File: config.mk
export PLATFORM = sky130hd
export DESIGN_NAME = uart_tx
export DESIGN_NICKNAME = d
export VERILOG_FILES = /design/src/rtl/uart_pkg.sv /design/src/rtl/uart_tx_shifter.sv /design/src/rtl/uart_tx.sv
export SDC_FILE = /design/constraint.sdc
export NUM_CORES = 1
export LEC_CHECK = 0
export ABC_AREA = 1
export BUFFER_PORTS_ARGS = -buffer_cell sky130_fd_sc_hd__buf_2
export CORE_ASPECT_RATIO = 2
export CORE_MARGIN = 2
export CORE_UTILIZATION = 51
export DETAILED_ROUTE_END_ITERATION = 10
export GPL_TIMING_DRIVEN = 0
export PLACE_DENSITY = 0.74
export SLEW_MARGIN = 20
export SYNTH_ARGS = -nofsm -noshare
export SYNTH_HDL_FRONTEND = slang
export SYNTH_SLANG_ARGS = --single-unit
export TNS_END_PERCENT = 30
File: constraint.sdc
create_clock -name clk -period 1.5 [get_ports clk]
set_input_delay 0.225 -clock clk [delete_from_list [all_inputs] [get_ports clk]]
set_output_delay 0.225 -clock clk [all_outputs]
set_load 0.02 [all_outputs]
File: src/rtl/uart_pkg.sv
// Shared types and constants for the UART transmit path.
package uart_pkg;

  typedef enum logic [2:0] {
    IDLE   = 3'd0,
    START  = 3'd1,
    DATA   = 3'd2,
    PARITY = 3'd3,
    STOP   = 3'd4
  } tx_state_t;

  localparam logic PARITY_EVEN = 1'b0;
  localparam logic PARITY_ODD  = 1'b1;
  localparam logic IDLE_LEVEL  = 1'b1;

endpackage

File: src/rtl/uart_tx_shifter.sv
// Holds the word being serialized (LSB presented on ser_bit) and the parity bit
// computed from it when the word is loaded.
module uart_tx_shifter
  import uart_pkg::*;
#(
  parameter int DATA_WIDTH = 8
) (
  input  logic                  clk,
  input  logic                  reset,
  input  logic                  load,
  input  logic                  shift,
  input  logic [DATA_WIDTH-1:0] data_in,
  input  logic                  parity_type,
  output logic                  ser_bit,
  output logic                  parity_bit
);

  logic [DATA_WIDTH-1:0] shift_reg;
  logic                  parity_q;

  always_ff @(posedge clk or negedge reset) begin
    if (!reset) begin
      shift_reg <= '0;
      parity_q  <= 1'b0;
    end else if (load) begin
      shift_reg <= data_in;
      parity_q  <= (^data_in) ^ (parity_type == PARITY_ODD);
    end else if (shift) begin
      shift_reg <= shift_reg >> 1;
    end
  end

  assign ser_bit    = shift_reg[0];
  assign parity_bit = parity_q;

endmodule

File: src/rtl/uart_tx.sv
// UART transmitter: valid/ready word intake, start/data/parity/stop framing,
// per-bit timing from an internal clock counter.
module uart_tx
  import uart_pkg::*;
#(
  parameter int DATA_WIDTH   = 8,
  parameter int CLKS_PER_BIT = 16,
  parameter int STOP_BITS    = 1
) (
  input  logic                  clk,
  input  logic                  reset,
  input  logic                  tx_valid,
  input  logic [DATA_WIDTH-1:0] tx_data,
  input  logic                  parity_en,
  input  logic                  parity_type,
  output logic                  tx_ready,
  output logic                  busy,
  output logic                  tx_out
);

  localparam int CNT_W = $clog2(CLKS_PER_BIT);
  localparam int IDX_W = (DATA_WIDTH > 1) ? $clog2(DATA_WIDTH) : 1;

  // Handshake: a word transfers on a rising edge where tx_valid && tx_ready;
  // tx_ready is a pure decode of the registered state.
  tx_state_t        state, state_next;
  logic [CNT_W-1:0] clk_cnt;
  logic [IDX_W-1:0] bit_idx;
  logic             stop_cnt;
  logic             parity_en_q;
  logic             load, shift, bit_done, last_data, last_stop;
  logic             ser_bit, parity_bit;

  uart_tx_shifter #(.DATA_WIDTH(DATA_WIDTH)) u_shifter (
    .clk         (clk),
    .reset       (reset),
    .load        (load),
    .shift       (shift),
    .data_in     (tx_data),
    .parity_type (parity_type),
    .ser_bit     (ser_bit),
    .parity_bit  (parity_bit)
  );

  assign bit_done  = (clk_cnt == CNT_W'(CLKS_PER_BIT - 1));
  assign last_data = (bit_idx == IDX_W'(DATA_WIDTH - 1));
  assign last_stop = (stop_cnt == 1'(STOP_BITS - 1));

  always_ff @(posedge clk or negedge reset) begin
    if (!reset) begin
      state <= IDLE;
    end else begin
      state <= state_next;
    end
  end

  always_comb begin
    state_next = state;
    load       = 1'b0;
    shift      = 1'b0;
    tx_out     = IDLE_LEVEL;
    case (state)
      IDLE: begin
        if (tx_valid) begin
          load       = 1'b1;
          state_next = START;
        end
      end
      START: begin
        tx_out = 1'b0;
        if (bit_done) state_next = DATA;
      end
      DATA: begin
        tx_out = ser_bit;
        if (bit_done) begin
          shift = 1'b1;
          if (last_data) state_next = parity_en_q ? PARITY : STOP;
        end
      end
      PARITY: begin
        tx_out = parity_bit;
        if (bit_done) state_next = STOP;
      end
      STOP: begin
        if (bit_done && last_stop) state_next = IDLE;
      end
      default: state_next = IDLE;
    endcase
  end

  // Counters restart on every state change so each state times itself from zero.
  always_ff @(posedge clk or negedge reset) begin
    if (!reset) begin
      clk_cnt     <= '0;
      bit_idx     <= '0;
      stop_cnt    <= 1'b0;
      parity_en_q <= 1'b0;
    end else begin
      if (load) parity_en_q <= parity_en;
      if (state_next != state) begin
        clk_cnt  <= '0;
        bit_idx  <= '0;
        stop_cnt <= 1'b0;
      end else if (state != IDLE) begin
        clk_cnt <= bit_done ? '0 : clk_cnt + 1'b1;
        if (bit_done && state == DATA) bit_idx  <= bit_idx + 1'b1;
        if (bit_done && state == STOP) stop_cnt <= stop_cnt + 1'b1;
      end
    end
  end

  assign tx_ready = (state == IDLE);
  assign busy     = !tx_ready;

endmodule

==> results.yml, run 1 <==
synthesis:
  synth.largest_area_cell: "dfrtp_1"
  netlist_instances: 176
  syn_nets: 192
  synthTopCellsByCount: "nand2_1 (51), dfrtp_1 (21), inv_1 (16)"
  synth-seq-cells: 21
  synthMostInstantiatedCell: "nand2_1"
  synthArstFlopShare_pct: 100
  ys.flop_type: "dfrtp_1"
  synth-xor-area-share_pct: 3.29
  synth_warnings: 0
  yosysSeqAreaShare_pct: 39.4
  synthSimpleGateAreaFrac_pct: 37.8
  yosys.area_share.adder_pct: 2.82
  ys_top_cells_by_area: "dfrtp_1 (39%), nand2_1 (14%), nor2_2 (4.7%), inv_1 (4.5%), o21ai_1 (4.1%)"
  synth_compound_area_share_pct: 7.79
  synthMuxAreaShare_pct: 1.50
  avgSynthCellArea_um2: 7.57
  synthesis.area_mm2: 0.00133
  synth_top_family_by_area: "simple AND/OR/NAND/NOR gates"
  ys_types: 25
  synth_top_area_share_pct: 39.4
  synth_edf_count: 0
sta:
  rsz0062_at_grt: "true"
  hold_ws_ns: 0.176
  worst_slew_pin_slew_ns: 0.477
  clock-skew-final_ns: 0.000761
  clock.fmax_mhz: 689
  min_period_ns: 1.45
  timing.final.ws_setup_ns: 0.0479
  period_share_pct: 96.8
  hold_viol_final: 0
  setup_tns_ns: 0
  relSlewSlack_pct: 68.2
  final-setup-viol-count: 0
  slew_violations: 0
global_route:
  grt_pass1_wl_mm: 4.71
  grt_max_degree: 22
  grt_overflow: 0
  grt_pass1_vias: 1133
  grt_usage_pct: 21.6
  antenna_found_initial: 0
setup_path:
  max_stage_delay_ns: 0.38
  critical_path_required_ns: 1.65
  cp_common_cell: "nand2_1"
  worstPathMaxFanout: 8
  path_buf_inv: 1
  arrival_ns: 1.60
  path_cells: "ha_2 > ha_4 > inv_2 > nand2_1 > nand2_1 > nand3_2 > nand4_1 > nand2_2 > nand2_4 > nor2_2"
  cp-end-kind: "flop"
  crit_family: "simple AND/OR/NAND/NOR gates"
  start_kind: "flop"
  worst-setup-path-type: "reg2reg"
  critPathSlowestCell: "dfrtp_1"
drt:
  drt_iter0_markers: 23
  via_per_inst: 5.15
  drc: 0
  drtPass1Iterations: 4
  ant_nets: 0
  wl_mm: 2.84
  num_vias: 1194
  wl_per_cell_um: 12.3
power_and_ir_drop:
  total_power_mw: 1.01
  power_frac_comb_pct: 7.5
  irDropWorstVdd_mv: 0.465
  p_switching_uw: 228
  p_int_uw: 786
  p_leak_nw: 0.833
  power.share.clock_pct: 36.7
  sw_frac_of_total_pct: 22.5
  power_per_cell_area_mw_per_mm2: 625
  seqPwrFrac_pct: 55.8
floorplanning:
  die_width_um: 40.1
  core-area_mm2: 0.00250
  die_h_um: 76.3
  std_cell_rows: 26
  die_area_mm2: 0.00306
  io_pins: 16
  start_util_pct: 53.2
final_layout:
  nFillCells: 211
  largest_reg_flops: 8
  diodes: 0
  final_util_pct: 64.8
  syn_to_final_growth_pct: 21.8
  drive_gt1_share_pct: 32.4
  final_cell_area_mm2: 0.00162
  nNetsFinal: 221
  final_cells: 232
placement:
  place_inst: 219
  io_buffers: 15
  dp_hpwl_mm: 2.15
  place_congestion: 0.778
  dp_slack_ns: -0.0889
  dpl_cell_area_mm2: 0.00144
cts:
  clk_pin_slew_ns: 0.07
  cts_made_buffers: 3
  htreeDepth: 1
  clock_path_buffers: 2
  cts_tree: "built"
  cts.sinks: 21
  clockRootBuffer: "clkbuf_8"
  clkLatencyLatePin_ns: 0.26
status:
  status: "finished clean"
min_path:
  hp-class: "in2reg"
run:
  cap_violations: 0
## layout by cell type, fill, tap and decap left out, types with 2 or more instances in the layout
cell,count
xor2_1,4
nor2_4,4
o21ai_0,6
buf_4,11
nand2_4,4
nand2_1,51
nand3_2,3
inv_4,3
clkbuf_8,3
nand3_1,8
dfrtp_1,19
nor2_2,8
buf_2,13
ha_2,2
nand4_1,4
inv_2,4
nand3b_1,2
inv_1,15
o21ai_1,12
nor2_1,11
dfrtp_2,2
nand2_2,5
## worst paths after layout
check / from / endpoint / slack, ns / depth (start not counted)
min reg2reg: u_shifter.shift_reg[1]$_DFFE_PN0P_ / u_shifter.shift_reg[1]$_DFFE_PN0P_ / 0.50 / 2
min in group asynchronous: reset / clk_cnt[1]$_DFFE_PN0P_ / 0.45 / 2
min: parity_en / parity_en_q$_DFFE_PN0P_ / 0.18 / 3
max in group asynchronous: reset / state[1]$_DFF_PN0_ / 0.70 / 2
max reg2reg: bit_idx[1]$_DFFE_PN0P_ / clk_cnt[3]$_DFFE_PN0P_ / 0.05 / 10
max: bit_idx[1]$_DFFE_PN0P_ / clk_cnt[3]$_DFFE_PN0P_ / 0.05 / 10
## tightest hold or removal path: stages
cell and delay [ns]:
buf_2 0.07, nand2_1 0.04, o21ai_0 0.06
## power groups by stage
stage / combinational [mW] / clock (mW) / sequential [mW]
2_1_floorplan: 0.0360 / 0 / 0.577
3_3_place_gp: 0.0712 / 0 / 0.577
3_5_place_dp: 0.0751 / 0 / 0.577
5_1_grt: 0.0898 / 0.403 / 0.565
6_report: 0.0759 / 0.372 / 0.566
4_1_cts: 0.0774 / 0.380 / 0.566
## kinds of logic after synthesis
group | count (synthesis)
AOI/OAI and AO/OA | 20
xor gates and xnor gates | 5
adders and majority gates | 3
buffers and inverters | 24
DFF | 21
muxes | 2
and+or+nand+nor | 101
## routing by layer
layer	GRT usage [%]	vias up	wire, um
li1	-	616	-
met1	24.5	551	1090
met2	38.1	22	1630
met3	1.75	5	63
met4	8.28	0	57
met5	0	-	0
## cell type report
| type | count | area, um2 | share of cell area [%] |
|---|---|---|---|
| timing repair buffer | 24 | 150 | 9.25 |
| inverter | 23 | 98.8 | 6.09 |
| tap | 28 | 35.0 | 2.16 |
| clock buffer | 4 | 45.0 | 2.78 |
| sequential | 21 | 528 | 32.5 |
| buffer | 1 | 7.51 | 0.463 |
| multi-input combinational | 131 | 758 | 46.7 |
## what timing repair did
action,CTS,global route
gates cloned,0,0
pin swaps,1,4
endpoints found under the hold margin,21,0
setup buffers,4,4
hold buffers,1,0
gates resized for setup,7,13
endpoints found under the setup margin,15,15
(Power assumes the default switching activity.)
==> run 2: changes to the inputs <==
CORE_UTILIZATION = 40   (was 51)
PLACE_DENSITY = unset   (was 0.74)
==> results.yml, run 2 (synthesized netlist as in run 1, its figures left out) <==
status:
  status: "finished clean"
setup_path:
  max_stage_delay_ns: 0.42
  crit_family: "flip-flops"
  start_kind: "flop"
  arrival_ns: 1.26
  critical_path_required_ns: 1.27
  path_cells: "inv_2 > nand2_2 > nor2_4 > nand2_1 > o21ai_0 > buf_2"
  worst-setup-path-type: "reg2out"
  path_buf_inv: 2
  critPathSlowestCell: "dfrtp_1"
  cp.depth: 6
  rr_worst_depth: 10
  worstPathMaxFanout: 3
  cp-end-kind: "output port"
sta:
  relSlewSlack_pct: 68.6
  period_share_pct: 99.1
  hold_ws_ns: 0.178
  clock.fmax_mhz: 673
  clock-skew-final_ns: 0.00234
  worst_slew_pin_slew_ns: 0.471
  hold_viol_final: 0
  slew_violations: 0
  final-setup-viol-count: 0
  rsz0062_at_grt: "true"
  timing.final.ws_setup_ns: 0.0134
  min_period_ns: 1.49
placement:
  place_inst: 222
  dp_slack_ns: -0.0761
  dp_hpwl_mm: 2.27
  io_buffers: 15
  dpl_cell_area_mm2: 0.00145
  place_congestion: 0.834
final_layout:
  layout_commonest_cell: "nand2_1"
  diodes: 0
  largest_reg_flops: 8
  nNetsFinal: 222
  final_cells: 236
  drive_gt1_share_pct: 34.1
  nFillCells: 326
  final_util_pct: 51.4
  syn_to_final_growth_pct: 23.3
  most-common-layout-cells: "nand2_1 (48), dfrtp_1 (19), inv_1 (15), buf_2 (15)"
  final_cell_area_mm2: 0.00164
run:
  cap_violations: 0
cts:
  cts_made_buffers: 3
  clkLatencyLatePin_ns: 0.26
  cts_tree: "built"
  clock_path_buffers: 2
  clockRootBuffer: "clkbuf_8"
  clk_pin_slew_ns: 0.08
  htreeDepth: 1
  cts.sinks: 21
drt:
  drt_iter0_markers: 13
  drtPass1Iterations: 5
  drc: 0
  via_per_inst: 5.06
  wl_mm: 2.88
  num_vias: 1194
  wl_per_cell_um: 12.2
  ant_nets: 0
global_route:
  grt_pass1_wl_mm: 5.06
  antenna_found_initial: 0
  grt_pass1_vias: 1210
  grt_max_degree: 22
  grt_usage_pct: 17.4
  grt_overflow: 0
power_and_ir_drop:
  power_per_cell_area_mw_per_mm2: 615
  irDropWorstVdd_mv: 0.499
  p_leak_nw: 0.845
floorplanning:
  start_util_pct: 41.7
  die_area_mm2: 0.00384
  core-area_mm2: 0.00319
  io_pins: 16
  die_width_um: 44.8
  std_cell_rows: 29
  die_h_um: 85.6
min_path:
  min_delay_path_depth: 3
  hp-class: "in2reg"
## run 2: cell types whose count changed in the layout (fill, tap and decap cells not counted), moves of 2 or more
cell	previous run	this run
buf_2	13	15
nand2_4	4	2
nand2_2	5	9
inv_2	4	6
inv_4	3	1
nand2_1	51	48
## run 2: where the power goes
group | switching [mW] | internal (mW)
sequential | 0 | 0.565
clock | 0.183 | 0.185
combinational | 0.0466 | 0.0305
total | 0.230 | 0.781
## run 2: worst paths after layout
path	slack, ns	startpoint	end
max in group asynchronous	0.69	reset	clk_cnt[0]$_DFFE_PN0P_
setup / recovery	0.01	state[2]$_DFF_PN0_	tx_out
setup reg to reg	0.04	bit_idx[1]$_DFFE_PN0P_	clk_cnt[3]$_DFFE_PN0P_
hold reg to reg	0.50	u_shifter.parity_bit$_DFFE_PN0P_	u_shifter.parity_bit$_DFFE_PN0P_
min in group asynchronous	0.45	reset	u_shifter.shift_reg[0]$_DFFE_PN0P_
hold / removal	0.18	parity_en	parity_en_q$_DFFE_PN0P_
## run 2: final cells by class
class	count	area, um2	share of cell area, %
Buffer	1	7.51	0.457
Clock buffer	3	41.3	2.51
Clock inverter	1	5.00	0.305
Inverter	23	93.8	5.71
Multi-Input combinational cell	131	776	47.2
Sequential cell	21	528	32.1
Tap cell	31	38.8	2.36
Timing Repair Buffer	25	153	9.29
## run 2: worst reg2reg max path, delay by kind of cell (launching register included)
family / cells / cell delay, ns
adders and majority gates: 2 / 0.38
buffers and inverters: 1 / 0.05
DFF: 1 / 0.39
and+or+nand+nor: 7 / 0.53
## run 2: per-stage QoR
| stage | total power, mW | setup TNS [ns] |
|---|---|---|
| after global routing | 1.05 | -0.493 |
| final | 1.01 | 0 |
| after floorplan | 0.613 | 0 |
| after CTS | 1.02 | 0 |
| after global placement | 0.650 | -0.634 |
| after detailed placement | 0.654 | -0.850 |
## run 2: layer usage
layer,global-route usage (%),wire (um),vias up
met3,2.32,57,6
li1,-,-,615
met5,0,0,-
met4,7.22,57,0
met2,32.7,1680,16
met1,17.9,1080,557
## run 2: repair_timing
item | CTS | global route
endpoints found under the setup margin | 15 | 16
gates resized for setup | 8 | 10
hold buffers | 1 | 0
buffers inserted | 2 | 7
endpoints found under the hold margin | 21 | 0
pin swaps | 2 | 5
